**src/rtl/ff_pkg.sv**
```systemverilog
// ff_pkg: definitions shared by the frame-control arithmetic blocks
// (frame-count divider and ff_multiplier).
//   FF_W            : default operand/result width of the frame path
//   FF_MAX          : all-ones position value, used as the saturation result
//   ff_mul_state_t  : multiplier sequencing states
package ff_pkg;

  localparam int FF_W = 12;

  localparam logic [FF_W-1:0] FF_MAX = {FF_W{1'b1}};

  typedef enum logic [1:0] {
    IDLE = 2'd0,
    CALC = 2'd1,
    DONE = 2'd2
  } ff_mul_state_t;

endpackage : ff_pkg

```
**src/rtl/ff_multiplier.sv**
```systemverilog
// ff_multiplier: fixed-latency shift-add multiplier that turns a frame index
// and a per-frame step into the frame start position (index * divisor),
// saturated to W bits.
//
// Ports:
//   clk      in   rising-edge clock
//   reset    in   synchronous active-high reset, overrides everything
//   start    in   request, sampled only while idle
//   index    in   W  multiplicand, captured on acceptance
//   divisor  in   W  multiplier, captured on acceptance
//   busy     out  high from the cycle after acceptance through the done cycle
//   done     out  one-cycle pulse, product/ovf valid from this cycle
//   product  out  W  index*divisor, or all-ones on overflow
//   ovf      out  true product did not fit in W bits
//
// Latency is always W+1 cycles from acceptance to done (no early exit), so
// control logic can rely on a fixed schedule.
module ff_multiplier
  import ff_pkg::*;
#(
  parameter int W = FF_W
) (
  input  logic         clk,
  input  logic         reset,
  input  logic         start,
  input  logic [W-1:0] index,
  input  logic [W-1:0] divisor,
  output logic         busy,
  output logic         done,
  output logic [W-1:0] product,
  output logic         ovf
);

  localparam int CW = (W > 1) ? $clog2(W) : 1;
  localparam logic [CW-1:0] LAST_STEP = CW'(W - 1);

  ff_mul_state_t   state_reg,   state_next;
  logic [CW-1:0]   cnt_reg,     cnt_next;
  logic [W-1:0]    idx_reg,     idx_next;
  logic [W-1:0]    div_reg,     div_next;
  logic [2*W-1:0]  acc_reg,     acc_next;
  logic [W-1:0]    product_reg, product_next;
  logic            ovf_reg,     ovf_next;

  // Index zero-extended to the accumulator width and aligned to the
  // divisor bit currently being examined.
  logic [2*W-1:0]  addend;
  logic [2*W-1:0]  acc_step;

  assign addend   = {{W{1'b0}}, idx_reg} << cnt_reg;
  assign acc_step = div_reg[cnt_reg] ? (acc_reg + addend) : acc_reg;

  always_ff @(posedge clk) begin
    if (reset) begin
      state_reg   <= IDLE;
      cnt_reg     <= '0;
      idx_reg     <= '0;
      div_reg     <= '0;
      acc_reg     <= '0;
      product_reg <= '0;
      ovf_reg     <= 1'b0;
    end else begin
      state_reg   <= state_next;
      cnt_reg     <= cnt_next;
      idx_reg     <= idx_next;
      div_reg     <= div_next;
      acc_reg     <= acc_next;
      product_reg <= product_next;
      ovf_reg     <= ovf_next;
    end
  end

  always_comb begin
    state_next   = state_reg;
    cnt_next     = cnt_reg;
    idx_next     = idx_reg;
    div_next     = div_reg;
    acc_next     = acc_reg;
    product_next = product_reg;
    ovf_next     = ovf_reg;

    case (state_reg)
      IDLE: begin
        if (start) begin
          idx_next   = index;
          div_next   = divisor;
          acc_next   = '0;
          cnt_next   = '0;
          state_next = CALC;
        end
      end

      CALC: begin
        acc_next = acc_step;
        cnt_next = cnt_reg + 1'b1;
        if (cnt_reg == LAST_STEP) begin
          // Final partial product lands this edge; register the result
          // from the completed sum so it is valid during the done cycle.
          cnt_next     = '0;
          ovf_next     = |acc_step[2*W-1:W];
          product_next = (|acc_step[2*W-1:W]) ? {W{1'b1}} : acc_step[W-1:0];
          state_next   = DONE;
        end
      end

      DONE: begin
        // A start seen here is intentionally dropped: no queueing.
        state_next = IDLE;
      end

      default: begin
        state_next = IDLE;
      end
    endcase
  end

  assign busy    = (state_reg != IDLE);
  assign done    = (state_reg == DONE);
  assign product = product_reg;
  assign ovf     = ovf_reg;

endmodule : ff_multiplier

```
**config.mk**
```make
export PLATFORM = sky130hd
export DESIGN_NAME = ff_multiplier
export DESIGN_NICKNAME = d
export VERILOG_FILES = /design/src/rtl/ff_pkg.sv /design/src/rtl/ff_multiplier.sv
export SDC_FILE = /design/constraint.sdc
export NUM_CORES = 1
export LEC_CHECK = 0
export CAP_MARGIN = 20
export CELL_PAD_IN_SITES_DETAIL_PLACEMENT = 0
export CELL_PAD_IN_SITES_GLOBAL_PLACEMENT = 1
export CORE_ASPECT_RATIO = 1.5
export CORE_MARGIN = 2
export CORE_UTILIZATION = 45
export DETAILED_ROUTE_END_ITERATION = 8
export GPL_TIMING_DRIVEN = 0
export PLACE_DENSITY = 0.87
export SYNTH_ARGS = -nofsm -noshare
export SYNTH_HDL_FRONTEND = slang
export SYNTH_SLANG_ARGS = --single-unit
```
**constraint.sdc**
```tcl
create_clock -name clk -period 8.6 [get_ports clk]
set_input_delay 1.72 -clock clk [delete_from_list [all_inputs] [get_ports clk]]
set_output_delay 1.72 -clock clk [all_outputs]
set_load 0.005 [all_outputs]
```
## After elaboration in Yosys (flattened, before gate mapping)

Index checks and enable logic that the tools add are counted.

- Flip-flop bits (word level): 67
- Latch bits: 0
- Memory bits (writable): 0
- ROM bits: 0
- Input port bits: 27
- Output and inout port bits: 15
- Word-level logic and storage cells: 36
- Memories: 0

- Add/subtract/negate cells: 2
- $mul: 0
- Div/mod/pow operators: 0
- Order comparisons: 1
- Eq/ne operators: 5
- Shifts and indexed selects: 1
- Muxes and demuxes: 12
- Bitwise logic cells: 0
- Reduce and logical (&&, ||, !) cells: 8

Operator list:

| kind | number |
|---|---|
| 24-bit 2-to-1 mux | 2 |
| 24-bit one-hot mux with 2 select lines | 1 |
| 24-bit adder | 1 |
| 12-bit by 4-bit left shift with 24-bit output | 1 |
| 12-bit 2-to-1 mux | 1 |
| 12-bit OR reduction | 1 |
| 4-bit 2-to-1 mux | 2 |
| 4-bit one-hot mux with 2 select lines | 1 |
| 2-bit AND reduction | 4 |
| 4-bit by 5-bit < comparator with 1-bit output (second input constant) | 1 |
| 4-bit by 1-bit adder with 4-bit output (second input constant) | 1 |
| 1-bit binary-select mux with 4-bit select | 1 |
| 4-bit == test (second input constant) | 1 |
| 2-bit 2-to-1 mux | 2 |
| 2-bit inequality test (second input constant) | 2 |
| 2-bit one-hot mux with 2 select lines | 1 |
| 2-bit nonzero test | 2 |
| 2-bit by 1-bit == test with 1-bit output (second input constant) | 1 |
| 2-bit == test (second input constant) | 1 |
| 2-bit logical NOT | 1 |
| 1-bit 2-to-1 mux | 1 |

## Depth between registers and ports, before layout

- Depth after elaboration: 5
- Gate-level depth with buffers: 21
- Gate-level depth less buffers: 17

## Worst setup path before layout

OpenSTA, ideal clock, no wires.

- Path kind: register to register
- From: reg cnt_reg[1]
- To: reg product_reg[10], in the netlist product[10]
- Setup time: 125 ps
- Arrival: 3831 ps
- Data required time: 8475 ps
- Slack: 4644 ps
- Cell stages (with the launch flop): 20
- Path buffers: 4
- Period minus slack after synthesis: 3956 ps
- Cells stage by stage: dfxtp_1 buf_2 buf_1 mux2_2 o21ai_0 nor2_1 a21oi_1 o22ai_1 ha_1 buf_2 a21oi_1 o221ai_1 a31o_1 a211oi_2 o31ai_2 o21ai_0 o31ai_1 nor4_2 buf_4 a31oi_1

- Cells in the longest elaborated chain, start to end: 5
- Elaborated cells between the ends (all ways): 9
- Classes of those cells: add/sub (1); eq/ne (1); shift (1); mux (4); reduce/logical (2)

RTL lines:

| item | line | RTL |
|---|---|---|
| from (decl) | ff_multiplier.sv:38 | `logic [CW-1:0] cnt_reg, cnt_next;` |
| from (signal assigned) | ff_multiplier.sv:64 | `cnt_reg <= cnt_next;` |
| 12-bit by 4-bit left shift with 24-bit output / 1-bit binary-select mux with 4-bit select (equally long branches) | ff_multiplier.sv:50, ff_multiplier.sv:51 |  |
| 24-bit adder / 1-bit 2-to-1 mux (equally long branches) | ff_multiplier.sv:51 | `assign acc_step = div_reg[cnt_reg] ? (acc_reg + addend) : acc_reg;` |
| 24-bit 2-to-1 mux | ff_multiplier.sv:51 |  |
| 12-bit OR reduction | ff_multiplier.sv:101 | `product_next = (\|acc_step[2*W-1:W]) ? {W{1'b1}} : acc_step[W-1:0];` |
| 12-bit 2-to-1 mux | ff_multiplier.sv:101 |  |
| to (signal assigned) | ff_multiplier.sv:68 | `product_reg <= product_next;` |
| to (decl) | ff_multiplier.sv:42 | `logic [W-1:0] product_reg, product_next;` |

Parallel ways exist; a longest one is shown, timed or not. The select of a mux whose other input is x is not followed.
A chain may end at the register's enable or synchronous reset.

## Worst setup path after layout

- From: reg cnt_reg[1]
- To: reg product_reg[5], in the netlist product[5]

Same word-level chain as after synthesis.

==> results.txt <==
The flow ran to the end, and the final reports show no timing, DRC or antenna violations. The proportion of layout cells with a drive suffix above 1 was 7.97%; the power density over cell area was 155 nW/µm². The count of final max-slew check failures was 0. The total DRC errors in the routed layout came out at 0. Counting tap cells, the placed design contains a total of 764 instances. The synthesized design devotes to its leading area cell type 29.6% of total area. The tools report the kind of end point of the critical path as a register. The critical path in this run is classified as register to register. The highest attainable clock frequency is 197 MHz, and the max-cap violation count is 0.

Leaving out fill and tap cells, the most frequent cell in the layout is sky130_fd_sc_hd__nand2_1. A synthesized cell averages 7.43 µm². The violation count after the first detailed-routing iteration is 333.

The tools report the gate count after technology mapping as 609. In this run the standard cell core region covers 9740 µm². The number of hold-repair buffers added at the cts stage is 0, and the number of hold violations in the final report is 0. The analysis attributes to net switching a power of 229 µW.

Sorting the synthesized cells by area gives the leading types as sky130_fd_sc_hd__dfxtp_1, sky130_fd_sc_hd__nand2_1, sky130_fd_sc_hd__a21oi_1. The register with the most flip-flops in the layout has 24 of them. The initial antenna violation count was 0; the sum of negative setup slack was 0 ps.

The final clock period utilization by the worst path was 59.0%; the row count was 44. The cell with the biggest individual delay on the critical path is sky130_fd_sc_hd__o31ai_2. The repair_antennas step left the layout with diodes totalling 0. The post-synthesis sequential area ratio came out at 29.6%. The biggest fanout along the worst timing path was 10; the count of state elements after synthesis was 67. For this design the static power due to leakage is 0.00207 µW. The setup violation total in the final timing report is 0, and the largest vdd supply drop is 0.134 mV.

The clock input transition at the sequential cells of the worst setup and hold paths is 60 ps. The tools report the clock skew after layout as 6.03 ps. The first-pass GRT wire length is 22,300 µm, and the growth of design area from synthesis to finish is 18.7%. For this run, the slowest stage of the critical path takes 490 ps. Cell internal power was estimated by the tool at 601 µW. In the final routed layout, each cell accounts on average for 17.9 µm. Summed over all instances, the cell type with the most area after synthesis is sky130_fd_sc_hd__dfxtp_1. At the pin with the least slew margin, the transition time is 821 ps. In this run the deepest clock path goes through 2 buffers. The later pin in the worst-skew pair is clocked with a latency of 340 ps. For the count of H-tree levels built during CTS, the log shows 3. The x dimension of the die was 85.9 µm.

Setup repair after global routing left no endpoint under its margin. The arrival time of the worst setup path was 5300 ps; the fraction of registers with async set or reset after synthesis was 0%. The post-layout total power is 831 µW, and the starting density of the core is 46.5%. Counting buffers and inverters, the worst setup path is 17 cells deep.

The number of buffers and inverters on the critical path is 3. The count of port buffers added during placement works out to 40. TritonCTS built the clock tree. The detailed router placed 4,590 vias in this run. Leaving out filler cells and counting taps, the final layout contains 780. The flip-flop cell with the highest count after synthesis was sky130_fd_sc_hd__dfxtp_1.

Combinational cells account for 15.5% of the total power. For the worst flop-to-flop path, the logic depth is 17. Entering global routing, the biggest net connects 13 pins. The tools report the worst max-slew margin expressed relative to the limit as 45.3%.

The distinct cell type count of the synthesized netlist was 60. For this run, the post-layout net count is 712. Post-CTS timing repair inserted 0 buffers for setup. In this run switching power makes up 27.6% of total power. At the end of routability-driven placement, the weighted congestion stood at 0.956.

The detailed-route vias per instance works out to 5.88. Summed over all layers, the routed wires come to 13,900 µm. Global routing consumed, over all layers together, 26.4% of the routing resources. In this run the remaining antenna-violating nets after routing total 0.

Hold is met by 455 ps. The mapped cell area is 4530 µm². The tools report the clock root buffer master as sky130_fd_sc_hd__clkbuf_16. The tools report the fraction of power consumed by the clock network as 45.3%. The tightest min-delay check is of the register to register type. Per report_power, the sequential group accounts for 39.2% of the total. In this run the vertical extent of the chip is 127 µm. Yosys printed 0 warnings. The first TritonRoute pass finished after 5 iterations. The number of nets handed over by synthesis was 661. On the critical path the largest part of the delay comes from compound AO/OA/AOI/OAI gates. For the count of instances resized after the clock tree is built, the log shows 0.

Along the worst hold path, the cell count comes to 2. The post-layout minimum cycle time works out to 5080 ps. Clock tree synthesis found a total of 67 sinks.

Leaving out fill and tap cells, the most frequent cells in the layout are sky130_fd_sc_hd__nand2_1, sky130_fd_sc_hd__nor2_1, sky130_fd_sc_hd__a21oi_1. The die area is 10,900 µm². I/O pin count: 42.

Once detailed placement completed, the half-perimeter wirelength came to 10,900 µm. Clock tree synthesis inserted a total of 9 buffers. The via count of the first global-routing pass came out at 4,545.

The worst setup path is launched from a register. Walking the worst path, the cells encountered are buf_2 > buf_1 > mux2_2 > o21ai_0 > mux2i_1 > and2_1 > ha_1 > a21oi_1 > o21ai_0 > a32oi_1 > a21oi_1 > a41o_1 > a21oi_2 > xnor2_1 > o31ai_2 > buf_4 > a31oi_1. Data on the critical path is required at its endpoint by 8820 ps. The synthesized design contains 0 enable-type register cells. Global routing finished with a remaining overflow of 0.
## cells in the mapped netlist (all sizes together), types with 7 or more instances
| cell type | instances |
|---|---|
| o21ai | 35 |
| dfxtp | 67 |
| a31oi | 27 |
| a21oi | 71 |
| nor2 | 71 |
| buf | 17 |
| nand3 | 17 |
| ha | 24 |
| o21bai | 14 |
| mux2i | 19 |
| nor2b | 7 |
| clkbuf | 22 |
| nor3 | 12 |
| inv | 7 |
| nand2 | 110 |
| xnor2 | 14 |
## routing by layer
metal | vias to the layer above | track usage, % | wire length (µm)
li1 | 2274 | - | -
met1 | 2160 | 28.4 | 5290
met2 | 121 | 48.5 | 7440
met3 | 35 | 3.84 | 565
met4 | 0 | 14.2 | 650
met5 | - | 0 | 0
## power groups by stage
stage	clock, µW	combinational (µW)	sequential [µW]
after detailed placement	0	127	332
after floorplan	0	85.3	330
after global routing	397	142	327
after CTS	382	128	326
final	377	128	326
after global placement	0	126	332
## path summary, 6_finish.rpt
| check | startpoint | end | slack [ps] |
|---|---|---|---|
| worst max-delay path | cnt_reg[1]$_SDFFE_PP0P_ | product[5]$_SDFFE_PP0P_ | 3520 |
| worst max register to register | cnt_reg[1]$_SDFFE_PP0P_ | product[5]$_SDFFE_PP0P_ | 3520 |
| worst min-delay path | div_reg[11]$_SDFFE_PP0P_ | div_reg[11]$_SDFFE_PP0P_ | 460 |
| worst min register to register | div_reg[11]$_SDFFE_PP0P_ | div_reg[11]$_SDFFE_PP0P_ | 460 |
## worst reg2reg max path, delay by kind of cell (launching register included)
kind | cells | cell delay (ps)
mux | 2 | 630
flops | 1 | 320
simple gates | 1 | 230
compound gates | 9 | 2390
fa+ha+maj | 1 | 330
buf+inv | 3 | 950
xor+xnor | 1 | 100
## stage by stage
step	setup WS (ps)	utilization, %	cell area [µm²]
floorplan	4640	-	4530
global placement	3630	52.0	5070
detailed placement	3550	52.0	5070
CTS	3530	55.2	5380
global route	3160	55.2	5380
finish	3520	55.2	5380
## cell families (layout without fill, tap and decap cells)
family / count (synthesis) / count (layout) / synth area share [%]
buffers and inverters: 46 / 102 / 4.34
xor gates and xnor gates: 20 / 20 / 3.87
DFF: 67 / 67 / 29.6
and+or+nand+nor: 240 / 240 / 22.7
adders and majority gates: 25 / 25 / 7.08
AOI/OAI and AO/OA: 185 / 185 / 25.6
muxes: 26 / 26 / 6.69
## area by class of cell
| cell class | instances | area [µm²] |
|---|---|---|
| Clock inverter | 5 | 61.3 |
| Inverter | 7 | 26.3 |
| Timing Repair Buffer | 40 | 400 |
| Buffer | 39 | 170 |
| Multi-Input combinational cell | 496 | 2990 |
| Clock buffer | 11 | 243 |
| Tap cell | 115 | 144 |
| Fill cell | 992 | 4370 |
| Sequential cell | 67 | 1340 |
No activity file was read; power rests on OpenSTA's default activity.
